File: config.mk
export PLATFORM = sky130hd
export DESIGN_NAME = serial_alu_ctrl
export DESIGN_NICKNAME = d
export VERILOG_FILES = /design/src/rtl/serial_alu_ctrl.sv
export SDC_FILE = /design/constraint.sdc
export NUM_CORES = 1
export LEC_CHECK = 0
export CAP_MARGIN = 25
export CORE_MARGIN = 2
export CORE_UTILIZATION = 35
export DETAILED_ROUTE_END_ITERATION = 8
export PLACE_DENSITY = 0.7
export REMOVE_ABC_BUFFERS = 1
export SYNTH_ARGS = -nofsm -noshare
export SYNTH_HDL_FRONTEND = slang
export SYNTH_SLANG_ARGS = --single-unit
File: constraint.sdc
create_clock -name clk -period 3.1 [get_ports clk]
set_input_delay 0.62 -clock clk [delete_from_list [all_inputs] [get_ports clk]]
set_output_delay 0.62 -clock clk [all_outputs]
set_load 0.02 [all_outputs]
File: src/rtl/serial_alu_ctrl.sv
// serial_alu_ctrl: sequences two 8-bit operands LSB-first through an external one-bit ALU and assembles the result
module serial_alu_ctrl (
    input  logic       clk,
    input  logic       reset,
    input  logic       start,
    input  logic [7:0] a,
    input  logic [7:0] b,
    input  logic [1:0] op,
    input  logic       cin,
    input  logic       alu_y,
    input  logic       alu_z,
    output logic       alu_a,
    output logic       alu_b,
    output logic       alu_cin,
    output logic       alu_c1,
    output logic       alu_c0,
    output logic [7:0] result,
    output logic       carry_out,
    output logic       busy,
    output logic       done
);
    typedef enum logic [1:0] {IDLE, RUN, DONE} state_t;
    state_t     state;
    logic [7:0] a_sr, b_sr;
    logic [1:0] op_r;
    logic       carry;
    logic [2:0] cnt;
    logic       sel_bit, new_carry;
    assign alu_a     = a_sr[0];
    assign alu_b     = b_sr[0];
    assign alu_cin   = carry;
    assign alu_c1    = op_r[1];
    assign alu_c0    = op_r[0];
    assign sel_bit   = op_r == 2'b11 ? alu_z : alu_y;
    assign new_carry = op_r == 2'b00 ? alu_z : 1'b0;
    always_ff @(posedge clk) begin
        if (reset) begin
            state     <= IDLE;
            a_sr      <= '0;
            b_sr      <= '0;
            op_r      <= '0;
            carry     <= 1'b0;
            cnt       <= '0;
            result    <= '0;
            carry_out <= 1'b0;
            busy      <= 1'b0;
            done      <= 1'b0;
        end else begin
            case (state)
                IDLE: if (start) begin
                    a_sr  <= a;
                    b_sr  <= b;
                    op_r  <= op;
                    carry <= cin;
                    cnt   <= '0;
                    busy  <= 1'b1;
                    state <= RUN;
                end
                RUN: begin
                    a_sr   <= a_sr >> 1;
                    b_sr   <= b_sr >> 1;
                    result <= {sel_bit, result[7:1]};
                    carry  <= new_carry;
                    cnt    <= cnt + 3'd1;
                    if (cnt == 3'd7) begin
                        carry_out <= new_carry;
                        busy      <= 1'b0;
                        done      <= 1'b1;
                        state     <= DONE;
                    end
                end
                DONE: begin
                    done  <= 1'b0;
                    state <= IDLE;
                end
                default: state <= IDLE;
            endcase
        end
    end
endmodule
Word level (Yosys, flattened, before mapping)
Index checks and enable logic that the tools add are counted.
{"block": "classes", "n_eq_ne": 6, "n_reduce_logical": 10, "n_div": 0, "n_mux": 18, "shift": 0, "addsub": 1, "n_lt_le_gt_ge": 0, "n_mul": 0, "bitwise": 0}
{"operator": "case mux 8 bit (2 select lines)", "n": 2}
{"operator": "2-to-1 mux 8 bit", "n": 2}
{"operator": "AND reduction 2 bit", "n": 5}
{"operator": "2-to-1 mux 1 bit", "n": 6}
{"operator": "case mux 1 bit (2 select lines)", "n": 3}
{"operator": "case mux 3 bit (2 select lines)", "n": 1}
{"operator": "equality test 2 bit, second input constant", "n": 2}
{"operator": "logical NOT 2 bit", "n": 2}
{"operator": "2-to-1 mux 2 bit", "n": 2}
{"operator": "inequality test 2 bit, second input constant", "n": 2}
{"operator": "case mux 2 bit (2 select lines)", "n": 1}
{"operator": "nonzero test 2 bit", "n": 2}
{"operator": "adder 3 x 1 -> 3 bit, second input constant", "n": 1}
{"operator": "equality test 3 bit, second input constant", "n": 1}
{"operator": "2-to-1 mux 3 bit", "n": 1}
{"operator": "AND reduction 3 bit", "n": 1}
{"operator": "equality test 2 x 1 -> 1 bit, second input constant", "n": 1}
{"block": "word_totals", "latchBits": 0, "memories": 0, "in_bits": 24, "reg_bits": 35, "romBits": 0, "ramBits": 0, "word_cells": 45}

Logic depth before layout (Yosys ltp)
{"block": "logic_depth", "depth_word": 3, "depth_mapped": 6, "mapped_depth_nobuf": 5}

Least setup slack after synthesis
No wires, ideal clock.
{"block": "synth_path", "kind": "input port to flip-flop", "startpoint": "input reset", "endpoint": "register b_sr[0]", "arrival_time_ns": 1.204, "stages": 3, "path_slack_ns": 1.754, "n_path_buf": 2, "setup_time_ns": 0.142, "cell_sequence": "buf_2 > clkbuf_1 > a211oi_1"}
{"item": "start, declared", "line": "4", "text": "input logic reset,"}
{"item": "end signal, assigned", "line": "61", "text": "b_sr <= b_sr >> 1;"}
{"item": "end, declared", "line": "24", "text": "logic [7:0] a_sr, b_sr;"}
No word-level cell between the ends.

Worst setup path after layout
{"block": "layout_path", "startpoint": "register state[0]", "endpoint": "register a_sr[4]"}
{"block": "layout_via", "elab_chain_cells": 3, "elab_cells_between_ends": 6, "cone_classes": "eq/ne (2); mux (1); reduce/logical (3)"}
{"item": "start, declared", "line": "23", "text": "state_t state;"}
{"item": "start signal, assigned", "line": "38", "text": "state <= IDLE;"}
{"item": "start signal, assigned", "line": "57", "text": "state <= RUN;"}
{"item": "start signal, assigned", "line": "69", "text": "state <= DONE;"}
{"item": "equality test 2 x 1 -> 1 bit / logical NOT 2 bit (equally long branches)", "line": "49", "text": "case (state)"}
{"item": "nonzero test 2 bit (no line) / inequality test 2 bit (equally long branches)"}
{"item": "AND reduction 2 bit (no line)"}
{"item": "end signal, assigned", "line": "60", "text": "a_sr <= a_sr >> 1;"}
{"item": "end, declared", "line": "24"}
Parallel ways exist; a longest one is shown, timed or not.
A chain may end at the register's enable or synchronous reset.

==> metrics.yaml <==
outcome:
  status: "complete, no violations"
timing:
  clock_skew_ps: 3.85
  finalCritPeriodShare_pct: 64.4
  fmax_ghz: 0.501
  drv_slew: 0
  max_slew_margin_pct: 53.5
  report.final.hold_viol_count: 0
  worstMarginPinSlew_ps: 697
  rsz0062_at_grt: "false"
  period_needed_ps: 2000
  setup_tns_ps: 0
  setup_viol: 0
routing:
  drt_iter0_markers: 57
  drc: 0
  wl_microns: 3230
  post_drt_wl_per_cell_microns: 12.2
  ant_nets: 0
  via_per_inst: 4.99
  firstDrtPassIters: 4
  via_count: 1323
synth:
  ys_seq_area_share_pct: 43.4
  ys_ff_latch: 35
  avgSynthCellArea_sq_um: 9.17
  ys_warn_count: 0
  synth_area_sq_mm: 0.00161
  syn_inst: 176
  synth_cell_types: 36
power:
  ir_drop_v: 0.000324
  power_density_mw_per_mm2: 485
  power_leakage_nw: 0.783
clock_network:
  clockBufferDepth: 2
  insertion_delay_ps: 280
  cts_tree: "done"
  ctsResizeCount: 0
  cts_buffers: 5
  post_cts_buffers: 0
  clkTransAtPathRegs_ps: 70
  cts_root_buffer: "clkbuf_8"
  cts.sinks: 35
  hold_buffers: 0
  h-tree-depth: 2
cells_and_area:
  drive_gt1_share_pct: 16.4
  nFillCells: 433
  regArea_sq_um: 701
  multi_input_area_sq_um: 805
  antennaDiodeCount: 0
  design_area_sq_mm: 0.00209
  nNetsFinal: 238
  area_growth_pct: 29.5
  final_util_pct: 47.7
setup_path:
  crit_type: "flip-flop to flip-flop"
  worst-path-max-fanout: 19
  crit_path_end_kind: "flip-flop"
  cp.required_ps: 3310
  start_kind: "flip-flop"
  critPathArrivalTime_ps: 2210
placement:
  gp_congestion: 0.728
  port_buffers: 39
  place_area_sq_mm: 0.00199
  hpwl_microns: 2140
floorplanning:
  die_h_microns: 71.9
  core_sq_mm: 0.00438
  std_cell_rows: 24
  start_util_pct: 36.8
  num_io_pins: 40
  die_x_microns: 71.9
  dieArea_sq_mm: 0.00517
worst_hold_path:
  hp-class: "flip-flop to flip-flop"
global_route:
  grt_pass1_vias: 1311
  track_usage_pct: 14.1
  grt_antenna_before_repair: 0
  grt_max_degree: 24
  grt.overflow.total: 0
  grt_pass1_wl_microns: 5690
run:
  drv_cap: 0
==> logic make-up after synthesis <==
| group | after synthesis | synth area share, % |
|---|---|---|
| and+or+nand+nor | 66 | 19.3 |
| buffers and inverters | 15 | 6.74 |
| AOI/OAI and AO/OA | 55 | 27.1 |
| DFF | 35 | 43.4 |
| adders and majority gates | 2 | 1.55 |
| muxes | 3 | 1.86 |
==> metal layers <==
metal  global-route usage (%)  share of wire, %
met5                        0                 0
met3                     3.47               6.3
met1                     17.4                48
met2                     22.5                44
met4                     7.55               1.5
==> cells in the mapped netlist <==
| cell type | count | share of area [%] |
|---|---|---|
| o21bai_1 | 1 | 0.47 |
| mux2i_1 | 3 | 1.9 |
| o41a_1 | 1 | 0.70 |
| clkbuf_4 | 1 | 0.47 |
| a21boi_0 | 1 | 0.47 |
| o22ai_1 | 2 | 0.78 |
| o21ba_2 | 1 | 0.62 |
| inv_1 | 2 | 0.47 |
| or2_2 | 1 | 0.39 |
| a211oi_1 | 5 | 2.3 |
| buf_6 | 2 | 1.4 |
| nor3_1 | 2 | 0.62 |
| buf_1 | 1 | 0.23 |
| a21oi_2 | 9 | 4.9 |
| or3_1 | 1 | 0.39 |
| a21oi_1 | 18 | 5.6 |
| dfxtp_1 | 35 | 43 |
| buf_2 | 2 | 0.62 |
| clkbuf_1 | 2 | 0.47 |
| nor2b_1 | 3 | 1.2 |
| o21bai_4 | 1 | 1.2 |
| buf_4 | 4 | 1.9 |
| nor2_1 | 21 | 4.9 |
| buf_12 | 1 | 1.2 |
| o21ai_0 | 3 | 0.93 |
| nand3b_4 | 1 | 1.2 |
| and2b_1 | 2 | 0.93 |
| nor3b_2 | 1 | 0.78 |
| nand3b_1 | 1 | 0.47 |
| a311oi_1 | 1 | 0.54 |
| nand2b_1 | 1 | 0.39 |
| ha_1 | 2 | 1.6 |
| a22oi_1 | 2 | 0.93 |
| nand2_1 | 31 | 7.2 |
| a211oi_2 | 10 | 7.8 |
| nand2b_4 | 1 | 0.85 |
==> layout by cell type, fill, tap and decap left out, types with 2 or more instances in the layout <==
cell type,instances
clkdlybuf4s50_1,39
a22oi_1,2
mux2i_1,3
buf_4,3
a21oi_1,18
dfxtp_1,35
a21oi_2,9
nor2_1,21
clkbuf_8,7
and2b_1,2
a211oi_1,5
o22ai_1,2
a211oi_2,10
nor3_1,2
ha_1,2
nand2_1,31
nor2b_1,3
o21ai_0,3
inv_1,2
==> path summary, 6_finish.rpt <==
| kind | startpoint | end | slack (ps) | cells after the start |
|---|---|---|---|---|
| worst min-delay path | result[0]$_SDFFE_PP0P_ | result[0]$_SDFFE_PP0P_ | 460 | 2 |
| worst max-delay path | state[0]$_SDFFE_PP0P_ | a_sr[4]$_SDFFE_PP0P_ | 1100 | 4 |
| worst max register to register | state[0]$_SDFFE_PP0P_ | a_sr[4]$_SDFFE_PP0P_ | 1100 | 4 |
| worst min register to register | result[0]$_SDFFE_PP0P_ | result[0]$_SDFFE_PP0P_ | 460 | 2 |
==> metrics by stage <==
stage / cells / hold slack [ps] / power [W] / setup slack [ps]
after global placement: 257 / 442 / 0.000662 / 1060
after detailed placement: 257 / 450 / 0.000664 / 1020
after CTS: 265 / 460 / 0.00103 / 1090
after global routing: 265 / 500 / 0.00106 / 920
final: 265 / 457 / 0.00101 / 1100
after floorplan: 163 / 449 / 0.000589 / 1390
==> worst max-delay path: stages (launching register included) <==
cell,delay (ps)
dfxtp_1,660
and2b_1,660
buf_4,300
a21oi_2,70
a211oi_2,220
==> final cells by class <==
cell class                      instances  share of cell area (%)
Multi-Input combinational cell        126                    38.5
Sequential cell                        35                    33.5
Timing Repair Buffer                   42                    19.7
Clock buffer                            8                    4.79
Tap cell                               52                    3.11
Inverter                                2                   0.359
==> flip-flops by register name (all words and copies together), names as in the netlist <==
name and flops:
busy 1, op_r 2, b_sr 8, carry_out 1, done 1, result 8, alu_cin 1, state 2
a_sr 8, cnt 3
==> report_power, final <==
part	switching (W)	leakage, nW	internal [W]
registers	0.0000206	0.287	0.000475
logic	0.0000787	0.444	0.0000781
clock network	0.000159	0.0515	0.000203
Note: power is estimated with default switching activity, not from simulation.
